--- config.mk ---
export PLATFORM = sky130hd
export DESIGN_NAME = mips_cpu_harvard_dmem_bridge
export DESIGN_NICKNAME = d
export VERILOG_FILES = /design/src/rtl/mips_cpu_harvard_dmem_bridge.sv
export SDC_FILE = /design/constraint.sdc
export NUM_CORES = 1
export LEC_CHECK = 0
export BUFFER_PORTS_ARGS = -buffer_cell sky130_fd_sc_hd__buf_2
export CORE_MARGIN = 2
export CORE_UTILIZATION = 54
export DETAILED_ROUTE_END_ITERATION = 7
export PLACE_DENSITY = 0.95
export RECOVER_POWER = 25
export SLEW_MARGIN = 20
export SYNTH_ARGS = -nofsm -noshare
export SYNTH_HDL_FRONTEND = slang
export SYNTH_SLANG_ARGS = --single-unit
export TNS_END_PERCENT = 10
--- constraint.sdc ---
create_clock -name clk -period 5.5 [get_ports clk]
set_input_delay 0.275 -clock clk [delete_from_list [all_inputs] [get_ports clk]]
set_output_delay 0.275 -clock clk [all_outputs]
set_load 0.1 [all_outputs]
--- src/rtl/mips_cpu_harvard_dmem_bridge.sv ---
// Data-side bridge between the Harvard MIPS core and a variable-latency RAM.
// Posted single-entry write buffer, read stall/return, store forwarding, access timeout.
//
// state     | meaning
// ----------+---------------------------------------------------------------
// S_IDLE    | no access in flight; accepts a write (posted) or a read (stall)
// S_WR_BUSY | buffered write on the bus, mem_write high
// S_RD_BUSY | read on the bus, mem_read high, CPU stalled
// S_RD_DONE | one-cycle return of the captured (or error) read data
module mips_cpu_harvard_dmem_bridge #(
  parameter int unsigned TIMEOUT  = 64,
  parameter logic [31:0] ERR_DATA = 32'hDEADBEEF
) (
  input  logic        clk,
  input  logic        reset,
  input  logic [31:0] data_address,
  input  logic        data_write,
  input  logic        data_read,
  input  logic [31:0] data_writedata,
  output logic [31:0] data_readdata,
  output logic        clk_enable,
  output logic [31:0] mem_address,
  output logic        mem_write,
  output logic        mem_read,
  output logic [31:0] mem_writedata,
  input  logic [31:0] mem_readdata,
  input  logic        mem_waitrequest,
  output logic        bus_error
);

  localparam int unsigned CNT_W = $clog2(TIMEOUT + 1);

  typedef enum logic [1:0] {
    S_IDLE    = 2'd0,
    S_WR_BUSY = 2'd1,
    S_RD_BUSY = 2'd2,
    S_RD_DONE = 2'd3
  } state_t;

  state_t             r_state;
  state_t             w_state_nxt;
  logic [CNT_W-1:0]   r_cnt;
  logic [31:0]        r_mem_address;
  logic [31:0]        r_mem_writedata;
  logic               r_mem_write;
  logic               r_mem_read;
  logic [31:0]        r_rdata;
  logic               r_bus_error;
  logic               w_clk_enable;
  logic               w_fwd;
  logic               w_timeout;
  logic               w_unused;

  // The write buffer is the bus address/data registers themselves while in S_WR_BUSY.
  assign w_fwd     = (r_state == S_WR_BUSY) && data_read && !data_write &&
                     (data_address[31:2] == r_mem_address[31:2]);
  assign w_timeout = mem_waitrequest && (r_cnt == CNT_W'(TIMEOUT - 1));
  assign w_unused  = ^data_address[1:0];

  always_comb begin
    w_state_nxt  = r_state;
    w_clk_enable = 1'b1;
    case (r_state)
      S_IDLE: begin
        if (data_write) begin
          w_state_nxt = S_WR_BUSY;
        end else if (data_read) begin
          w_state_nxt  = S_RD_BUSY;
          w_clk_enable = 1'b0;
        end
      end
      S_WR_BUSY: begin
        if (!w_fwd && (data_read || data_write)) w_clk_enable = 1'b0;
        if (!mem_waitrequest || w_timeout) w_state_nxt = S_IDLE;
      end
      S_RD_BUSY: begin
        w_clk_enable = 1'b0;
        if (!mem_waitrequest || w_timeout) w_state_nxt = S_RD_DONE;
      end
      S_RD_DONE: w_state_nxt = S_IDLE;
      default:   w_state_nxt = S_IDLE;
    endcase
  end

  always_ff @(posedge clk or negedge reset) begin
    if (!reset) r_state <= S_IDLE;
    else        r_state <= w_state_nxt;
  end

  always_ff @(posedge clk or negedge reset) begin
    if (!reset) begin
      r_cnt           <= '0;
      r_mem_address   <= '0;
      r_mem_writedata <= '0;
      r_mem_write     <= 1'b0;
      r_mem_read      <= 1'b0;
      r_rdata         <= '0;
      r_bus_error     <= 1'b0;
    end else begin
      case (r_state)
        S_IDLE: begin
          if (data_write) begin
            r_mem_write     <= 1'b1;
            r_mem_address   <= {data_address[31:2], 2'b00};
            r_mem_writedata <= data_writedata;
            r_cnt           <= '0;
          end else if (data_read) begin
            r_mem_read    <= 1'b1;
            r_mem_address <= {data_address[31:2], 2'b00};
            r_cnt         <= '0;
          end
        end
        S_WR_BUSY: begin
          if (w_fwd) r_rdata <= r_mem_writedata;
          if (!mem_waitrequest) begin
            r_mem_write <= 1'b0;
          end else if (w_timeout) begin
            // Hung write: data is dropped, only the sticky error records it.
            r_mem_write <= 1'b0;
            r_bus_error <= 1'b1;
          end else begin
            r_cnt <= r_cnt + 1'b1;
          end
        end
        S_RD_BUSY: begin
          if (!mem_waitrequest) begin
            r_mem_read <= 1'b0;
            r_rdata    <= mem_readdata;
          end else if (w_timeout) begin
            r_mem_read  <= 1'b0;
            r_rdata     <= ERR_DATA;
            r_bus_error <= 1'b1;
          end else begin
            r_cnt <= r_cnt + 1'b1;
          end
        end
        default: ;
      endcase
    end
  end

  // Reset forces the CPU to run so it is never frozen on a dead request.
  assign clk_enable    = !reset || w_clk_enable;
  assign data_readdata = w_fwd ? r_mem_writedata : r_rdata;
  assign mem_address   = r_mem_address;
  assign mem_writedata = r_mem_writedata;
  assign mem_write     = r_mem_write;
  assign mem_read      = r_mem_read;
  assign bus_error     = r_bus_error;

endmodule
==> flow_summary_export.csv, run 1 <==
group,metric,value,unit
route,firstDrtPassIters,4,
floorplanning,core-area,0.01014,mm2
floorplanning,initial_utilization,54.79,%
floorplanning,fp.dieW,105.4,um
global_route,grt_max_degree,64,
layout,finalNetCount,776,
yosys,synth-main-ff-cell,"dfrtp_1",
yosys,synth-edff-count,0,
yosys,netlist_instances,490,
floorplanning,dieArea,0.01112,mm2
layout,area_delta_synth_final,21.71,%
place,gp_congestion,0.8549,
global_route,grt_pass1_wl,23480,um
timing,fin_crit_sh,65.99,%
route,vias,4823,
timing,fin_skew,0.008479,ns
timing,tns,0,ns
yosys,synth.most_common_cell,"dfrtp_1",
worst_hold_path,hold_class,"input port to register",
timing,slew_violations,49,
outcome,status,"finished with violations",
critical_path,critPathCaptureType,"output pin",
timing,hold_violations,0,
yosys,syn_area,0.005555,mm2
yosys,synth_area_leaders,"dfrtp_1 48%, mux2_2 17%, xor2_1 4.7%, nor3_1 4.6%, nor4_1 4.3%",
critical_path,worstPathRequired,5.22,ns
yosys,synth_top_cell_area_share,47.75,%
timing,finalCriticalPeriod,3.629,ns
global_route,grt_usage,26.39,%
timing,worst_pin_slew,2.683,ns
route,routed_wl,15050,um
yosys,ys_types,43,
timing,max_clock_freq,275.5,MHz
route,drc_errors,0,
yosys,synth_common_cells,"106 x dfrtp_1, 83 x mux2_2, 51 x nor3_1",
clock_network,cts_tree,"yes",
yosys,ys_ff_latch,106,
clock_network,clkSinkCount,106,
critical_path,cp_max_fo,48,
place,portBuffers,196,
global_route,grt_pass1_vias,4904,
route,wire_per_inst,18.58,um
layout,drive_above_1_share,42.58,%
place,hpwl,10570,um
critical_path,crit_path_start_kind,"input port",
floorplanning,dieHeight,105.4,um
critical_path,critPathKind,"input port to output pin",
clock_network,cts_made_buffers,9,
route,initialDrtViolationCount,231,
yosys,async_reset_ff_share,100.0,%
critical_path,worstPathArrival,3.35,ns
floorplanning,rows,37,
timing,setup_viol,0,
yosys,avgSynthCellArea,11.34,um2
clock_network,clockBufferDepth,2,
timing,rsz0062_at_grt,"no",
route,drtAntennaViolNets,0,
global_route,overflow,0,
timing,maxSlewHeadroom,-78.86,%
yosys,yosys_warnings,0,
route,viasPerCell,5.954,
outcome,violations,"max-capacitance violations, max-slew violations",
clock_network,clock_latency,0.37,ns
yosys,seq_area_frac_synth,47.75,%
yosys,synth.largest_area_cell,"dfrtp_1",
global_route,antenna_found_initial,0,
clock_network,root_buffer,"clkbuf_8",
layout,diodes,0,
flow_run,maxCapViolations,1,
clock_network,cts.htree.levels,3,
clock_network,clk_pin_slew,0.10,ns
clock_network,post_cts_resized,0,
floorplanning,ios,201,
-- cell usage in the layout, fill, tap and decap left out, types with 5 or more instances in the layout --
master | synthesis | routed
inv_1 | 7 | 7
o21ai_0 | 8 | 7
a22o_1 | 7 | 7
and2_1 | 7 | 7
clkbuf_1 | 24 | 32
mux2_2 | 83 | 83
buf_2 | 5 | 165
clkbuf_8 | 0 | 10
o22ai_1 | 26 | 26
xor2_1 | 30 | 30
nor2_1 | 7 | 6
mux2i_1 | 7 | 7
buf_4 | 2 | 6
nor4_1 | 38 | 38
nand2_1 | 14 | 14
nor3_1 | 51 | 51
o21ai_1 | 8 | 8
dfrtp_1 | 106 | 106
a21oi_1 | 5 | 5
mux2_4 | 10 | 10
a22oi_1 | 7 | 7
-- per-stage QoR --
stage	instance area (um2)	worst slack [ns]	hold WS, ns	utilization (%)	std cells
6_report	6761	1.871	0.1283	66.69	810
3_3_place_gp	6598	2.672	0.3196	65.07	794
4_1_cts	6802	2.125	0.1104	67.09	810
2_1_floorplan	5559	2.323	-0.02059	-	491
5_1_grt	6761	1.407	0.1109	66.69	810
3_5_place_dp	6598	2.551	0.3233	65.07	794
-- worst max-delay path, cell delays in order --
cell           delay [ns]
dlygate4sd3_1        0.52
clkbuf_1             1.88
nand4b_1             0.22
buf_2                0.43
-- cells by family after synthesis --
| kind of cell | synth area share, % |
|---|---|
| AOI/OAI and AO/OA | 8.604 |
| xor gates and xnor gates | 4.730 |
| adders and majority gates | 1.126 |
| buffers and inverters | 3.513 |
| DFF | 47.75 |
| muxes | 20.99 |
| other | 0.06750 |
| and+or+nand+nor | 13.22 |
-- what timing repair did --
item | 4_1_cts | 5_1_grt
buffers inserted | 0 | 0
endpoints found under the hold margin | 46 | 0
hold buffers | 1 | 0
-- path summary, 6_finish.rpt --
kind,cells after the start,endpoint,slack (ns),startpoint
max in group asynchronous,3,r_rdata[4]$_DFFE_PN0P_,2.31,reset
min reg2reg,1,bus_error$_DFFE_PN0P_,0.49,bus_error$_DFFE_PN0P_
min in group asynchronous,2,mem_writedata[13]$_DFFE_PN0P_,1.28,reset
max reg2reg,8,r_rdata[23]$_DFFE_PN0P_,2.74,r_state[0]$_DFFE_PN0P_
max,4,clk_enable,1.87,reset
min,2,mem_writedata[28]$_DFFE_PN0P_,0.13,data_writedata[28]
-- state kept, by name, indices dropped and copies added (netlist names) --
register,flops
r_state,2
r_rdata,32
r_cnt,7
mem_address,30
mem_write,1
mem_read,1
mem_writedata,32
bus_error,1
-- routing by layer --
metal / wire, um / vias up / part of all wire, % / GRT usage [%]
met5: 0 / - / 0 / 0
met4: 449 / 0 / 3.0 / 13.24
met3: 958 / 40 / 6.4 / 5.071
met2: 7831 / 226 / 52 / 47.14
met1: 5810 / 2381 / 39 / 29.96
li1: - / 2176 / - / -
-- final cells by class --
| cell class | instances | area (um2) |
|---|---|---|
| flip-flops and latches | 106 | 2653 |
| clock buffers | 11 | 141.4 |
| fillers | 777 | 3377 |
| inverters | 7 | 26.28 |
| multi-input cells | 343 | 2721 |
| well taps | 136 | 170.2 |
| clock inverters | 4 | 52.55 |
| repair buffers | 203 | 997.2 |
Power of run 1 is left out: the tool's default activity adds up to more than one toggle a clock period on the data nets, which glitch-free logic cannot reach.
==> run 2, diff against run 1 <==
CORE_UTILIZATION = 45   (was 54)
PLACE_DENSITY = 0.87   (was 0.95)
clock period = 2.9 ns   (was 5.5 ns; I/O delays follow)
==> run 2 against run 1 <==
Net effect:
- the run now ends clean
- clock skew is 0.0021 ns lower
- flip-flop and latch count is the same
- final cell count up 2.8%
- global-route usage fell by 3.8 points
- setup slack got worse by 1.8 ns
==> flow_summary_export.csv, run 2 (synthesis gave the netlist of run 1 again) <==
group,metric,value,unit
outcome,status,"finished clean",
critical_path,worst_r2r_path_depth,8,
timing,tns,0,ns
timing,slew_violations,0,
critical_path,critical_path.slowest_cell,"dfrtp_1",
route,drtAntennaViolNets,0,
timing,rsz0062_at_grt,"yes",
floorplanning,fp.dieW,115.1,um
timing,worst_pin_slew,1.383,ns
layout,area_delta_synth_final,35.14,%
layout,layout_commonest_cell,"buf_2",
clock_network,cts.htree.levels,3,
place,gp_congestion,0.8192,
layout,diodes,0,
timing,fin_crit_sh,98.59,%
global_route,grt_usage,22.56,%
place,postPlaceCellArea,0.006919,mm2
critical_path,regToRegStartpoint,"r_state[1]$_DFFE_PN0P_",
floorplanning,ios,201,
flow_run,maxCapViolations,0,
route,viasPerCell,5.804,
layout,fill_cells,924,
clock_network,cts_made_buffers,9,
global_route,overflow,0,
clock_network,cts_tree,"yes",
global_route,grt_max_degree,61,
floorplanning,dieHeight,115.1,um
route,initialDrtViolationCount,396,
floorplanning,rows,40,
global_route,grt_pass1_vias,4848,
critical_path,cpLargestDelayFamily,"simple AND/OR/NAND/NOR gates",
critical_path,worstPathCellList,"inv_2 > ha_4 > nand3b_1 > nor4_2 > nand2_1 > nor3_4 > buf_6 > buf_12 > mux2_2 > buf_8",
critical_path,worstPathArrival,2.71,ns
global_route,grt_pass1_wl,23600,um
floorplanning,core-area,0.01201,mm2
place,hpwl,10550,um
clock_network,root_buffer,"clkbuf_16",
timing,maxSlewHeadroom,7.778,%
layout,drive_above_1_share,52.33,%
critical_path,critPathKind,"register to output pin",
critical_path,crit_buf_inv,4,
place,portBuffers,196,
critical_path,slowest_delay,0.41,ns
critical_path,reg2reg_to,"r_rdata[13]$_DFFE_PN0P_",
timing,setup_viol,0,
worst_hold_path,min_to,"mem_writedata[28]$_DFFE_PN0P_",
timing,fin_skew,0.006356,ns
route,drc_errors,0,
timing,max_clock_freq,349.7,MHz
critical_path,crit_path_start_kind,"register",
clock_network,clockBufferDepth,2,
clock_network,clk_pin_slew,0.07,ns
layout,finalNetCount,788,
route,firstDrtPassIters,5,
floorplanning,initial_utilization,46.25,%
critical_path,critPathCaptureType,"output pin",
worst_hold_path,min_from,"data_writedata[28]",
worst_hold_path,hold_class,"input port to register",
layout,final_cell_mix,"162 x buf_2, 80 x dfrtp_1, 79 x mux2_2",
global_route,antenna_found_initial,0,
route,vias,4835,
timing,hold_violations,0,
layout,fin_area,0.007507,mm2
critical_path,cp_max_fo,17,
worst_hold_path,holdPathStages,2,
clock_network,clock_latency,0.35,ns
route,wire_per_inst,18.82,um
clock_network,clkSinkCount,106,
timing,finalCriticalPeriod,2.859,ns
floorplanning,dieArea,0.01325,mm2
critical_path,worstPathRequired,2.76,ns
route,routed_wl,15680,um
critical_path,r2r_slack,0.37,ns
timing,fin_hold_ws,0.01689,ns
-- run 2: final cells by class --
class                   instances  area (um2)  share of cell area (%)
multi-input cells             343        2759                   36.75
flip-flops and latches        106        2685                   35.77
well taps                     147       183.9                   2.450
repair buffers                215        1567                   20.87
clock buffers                  12       246.5                   3.283
clock inverters                 3       40.04                  0.5333
inverters                       7       26.28                  0.3500
-- run 2: what timing repair did --
action	in CTS	in global routing
gates resized for setup	17	45
hold buffers	1	0
pin swaps	0	4
cloned	0	1
setup endpoints to repair	18	32
setup buffers	0	8
endpoints found under the hold margin	51	0
-- run 2: worst max path at each step --
stage | from | endpoint | slack (ns) | cells after the start
4_1_cts | mem_address[14]$_DFFE_PN0P_ | data_readdata[28] | -0.06 | 7
3_5_place_dp | r_state[1]$_DFFE_PN0P_ | clk_enable | 0.26 | 8
3_3_place_gp | r_state[1]$_DFFE_PN0P_ | clk_enable | 0.35 | 8
5_1_grt | r_state[1]$_DFFE_PN0P_ | data_readdata[26] | -0.09 | 10
6_report | r_state[1]$_DFFE_PN0P_ | data_readdata[26] | 0.04 | 10
2_1_floorplan | mem_address[17]$_DFFE_PN0P_ | clk_enable | 0.01 | 7
-- run 2: per-layer routing --
layer,wire length [um],global-route usage [%],part of all wire [%],vias to the layer above
met4,423,11.41,2.7,0
met5,0,0,0,-
met3,946,4.692,6.0,40
li1,-,-,-,2212
met2,8149,38.75,52,212
met1,6159,26.83,39,2371
-- run 2: metrics by stage --
stage / utilization [%] / setup WS [ns] / cells
after floorplan: - / 0.01020 / 491
after global placement: 57.60 / 0.3467 / 808
after detailed placement: 57.60 / 0.2597 / 808
after CTS: 60.41 / -0.06320 / 824
after global routing: 62.50 / -0.09203 / 833
final: 62.50 / 0.04079 / 833
Power of run 2 is left out for the same reason.
==> run 3, diff against run 2 <==
CELL_PAD_IN_SITES_DETAIL_PLACEMENT = 0   (was unset)
CELL_PAD_IN_SITES_GLOBAL_PLACEMENT = 1   (was unset)
CORE_UTILIZATION = 30   (was 45)
PLACE_DENSITY = 0.79   (was 0.87)
==> run 3 against run 2 <==
Net effect:
- the run now ends with design-rule violations left
- critical path type unchanged
- first-iteration DRC count is 60% lower
- critical path depth fell by 1
- utilization down 21 points
- maximum frequency is 4.5% higher
- largest cell class unchanged
- clock-buffer cell count down 3
- global-route usage shrank 6.6 points
==> flow_summary_export.csv, run 3 (synthesis gave the netlist of run 1 again) <==
group,metric,value,unit
critical_path,critPathCaptureType,"output pin",
timing,hold_violations,0,
worst_hold_path,hold_class,"input port to register",
clock_network,clockBufferDepth,2,
global_route,grt_usage,15.96,%
route,drtAntennaViolNets,0,
global_route,grt_pass1_wl,25030,um
critical_path,worstPathArrival,2.59,ns
place,gp_congestion,0.7623,
timing,fin_crit_sh,94.37,%
floorplanning,rows,49,
clock_network,clkSinkCount,106,
layout,area_delta_synth_final,35.88,%
clock_network,cts_made_buffers,9,
place,hpwl,10830,um
clock_network,root_buffer,"clkbuf_16",
route,initialDrtViolationCount,159,
layout,multi_input_area,0.002754,mm2
timing,maxSlewHeadroom,3.268,%
timing,worst_pin_slew,1.451,ns
layout,regArea,0.002685,mm2
route,wire_per_inst,16.78,um
route,routed_wl,15470,um
layout,finalNetCount,794,
layout,fill_cells,1759,
place,postPlaceCellArea,0.007037,mm2
critical_path,cp_max_fo,9,
floorplanning,ios,201,
layout,fin_area,0.007548,mm2
global_route,antenna_found_initial,0,
global_route,grt_pass1_vias,4610,
timing,tns,0,ns
outcome,status,"finished with violations",
timing,fin_skew,0.01054,ns
layout,layout_commonest_cell,"buf_2",
timing,finalCriticalPeriod,2.737,ns
clock_network,cts_tree,"yes",
layout,drive_above_1_share,52.81,%
timing,max_clock_freq,365.4,MHz
clock_network,clock_latency,0.35,ns
route,drc_errors,7,
layout,diodes,0,
route,firstDrtPassIters,7,
clock_network,clk_pin_slew,0.08,ns
clock_network,cts.htree.levels,3,
floorplanning,fp.dieW,140.1,um
layout,final_cell_mix,"164 x buf_2, 83 x mux2_2, 80 x dfrtp_1",
critical_path,critPathKind,"register to output pin",
global_route,overflow,0,
flow_run,maxCapViolations,0,
floorplanning,initial_utilization,30.72,%
timing,rsz0062_at_grt,"no",
floorplanning,core-area,0.01809,mm2
route,vias,4635,
floorplanning,dieArea,0.01962,mm2
global_route,grt_max_degree,57,
critical_path,crit_path_start_kind,"register",
timing,setup_viol,0,
outcome,violations,"design-rule violations",
floorplanning,dieHeight,140.1,um
place,portBuffers,196,
critical_path,worstPathRequired,2.76,ns
route,viasPerCell,5.027,
timing,slew_violations,0,
run 3: cell types whose count changed in the layout (fill, tap and decap cells not counted), moves of 3 or more:
cell / change
mux2_4: -5
buf_6: -11
buf_8: -3
buf_12: -5
buf_4: +20
mux2_2: +4
run 3: layout make-up:
class	instances	area share [%]
Clock buffer	9	2.984
Sequential cell	106	35.57
Timing Repair Buffer	221	19.71
Multi-Input combinational cell	343	36.48
Clock inverter	7	1.111
Inverter	7	0.3481
Tap cell	229	3.796
run 3: per-layer routing:
layer	track usage (%)	part of all wire, %	vias to the layer above
met2	25.93	48	140
met5	0	0	-
met3	3.795	5.2	20
met4	4.200	1.7	0
li1	-	-	2226
met1	21.51	45	2249
run 3: timing repair:
action,4_1_cts,5_1_grt
pin swaps,4,6
setup buffers,8,0
hold endpoints to repair,52,0
resized for setup,22,7
gates cloned,1,0
endpoints found under the setup margin,14,30
hold buffers,3,0
run 3: critical path, stage by stage, from the launching register on:
cell and delay [ns]:
dfrtp_2 0.42, xor2_1 0.18, nor4_1 0.28, nand4_1 0.23, nor3_4 0.20, buf_6 0.14
buf_16 0.13, buf_12 0.15, mux2_4 0.32, buf_12 0.17
run 3: metrics by stage:
stage	setup WS [ns]	hold WS (ns)	std cells	utilization (%)
floorplan	0.01020	-0.1506	491	-
global route	0.01932	0.002513	922	41.74
CTS	0.01229	0.0003067	922	41.64
global placement	0.4140	0.3575	894	38.91
detailed placement	0.3699	0.3589	894	38.91
finish	0.1634	0.01976	922	41.74
run 3: path summary, 6_finish.rpt:
| check | end | from | depth (start not counted) | slack, ns |
|---|---|---|---|---|
| max | data_readdata[4] | mem_address[10]$_DFFE_PN0P_ | 9 | 0.16 |
| min | mem_writedata[1]$_DFFE_PN0P_ | data_writedata[1] | 2 | 0.02 |
| max reg2reg | r_rdata[21]$_DFFE_PN0P_ | r_state[1]$_DFFE_PN0P_ | 10 | 0.54 |
| min reg2reg | bus_error$_DFFE_PN0P_ | bus_error$_DFFE_PN0P_ | 1 | 0.47 |
| max in group asynchronous | mem_address[6]$_DFFE_PN0P_ | reset | 3 | 1.01 |
| min in group asynchronous | mem_address[27]$_DFFE_PN0P_ | reset | 3 | 0.85 |
Power of run 3 is left out for the same reason.
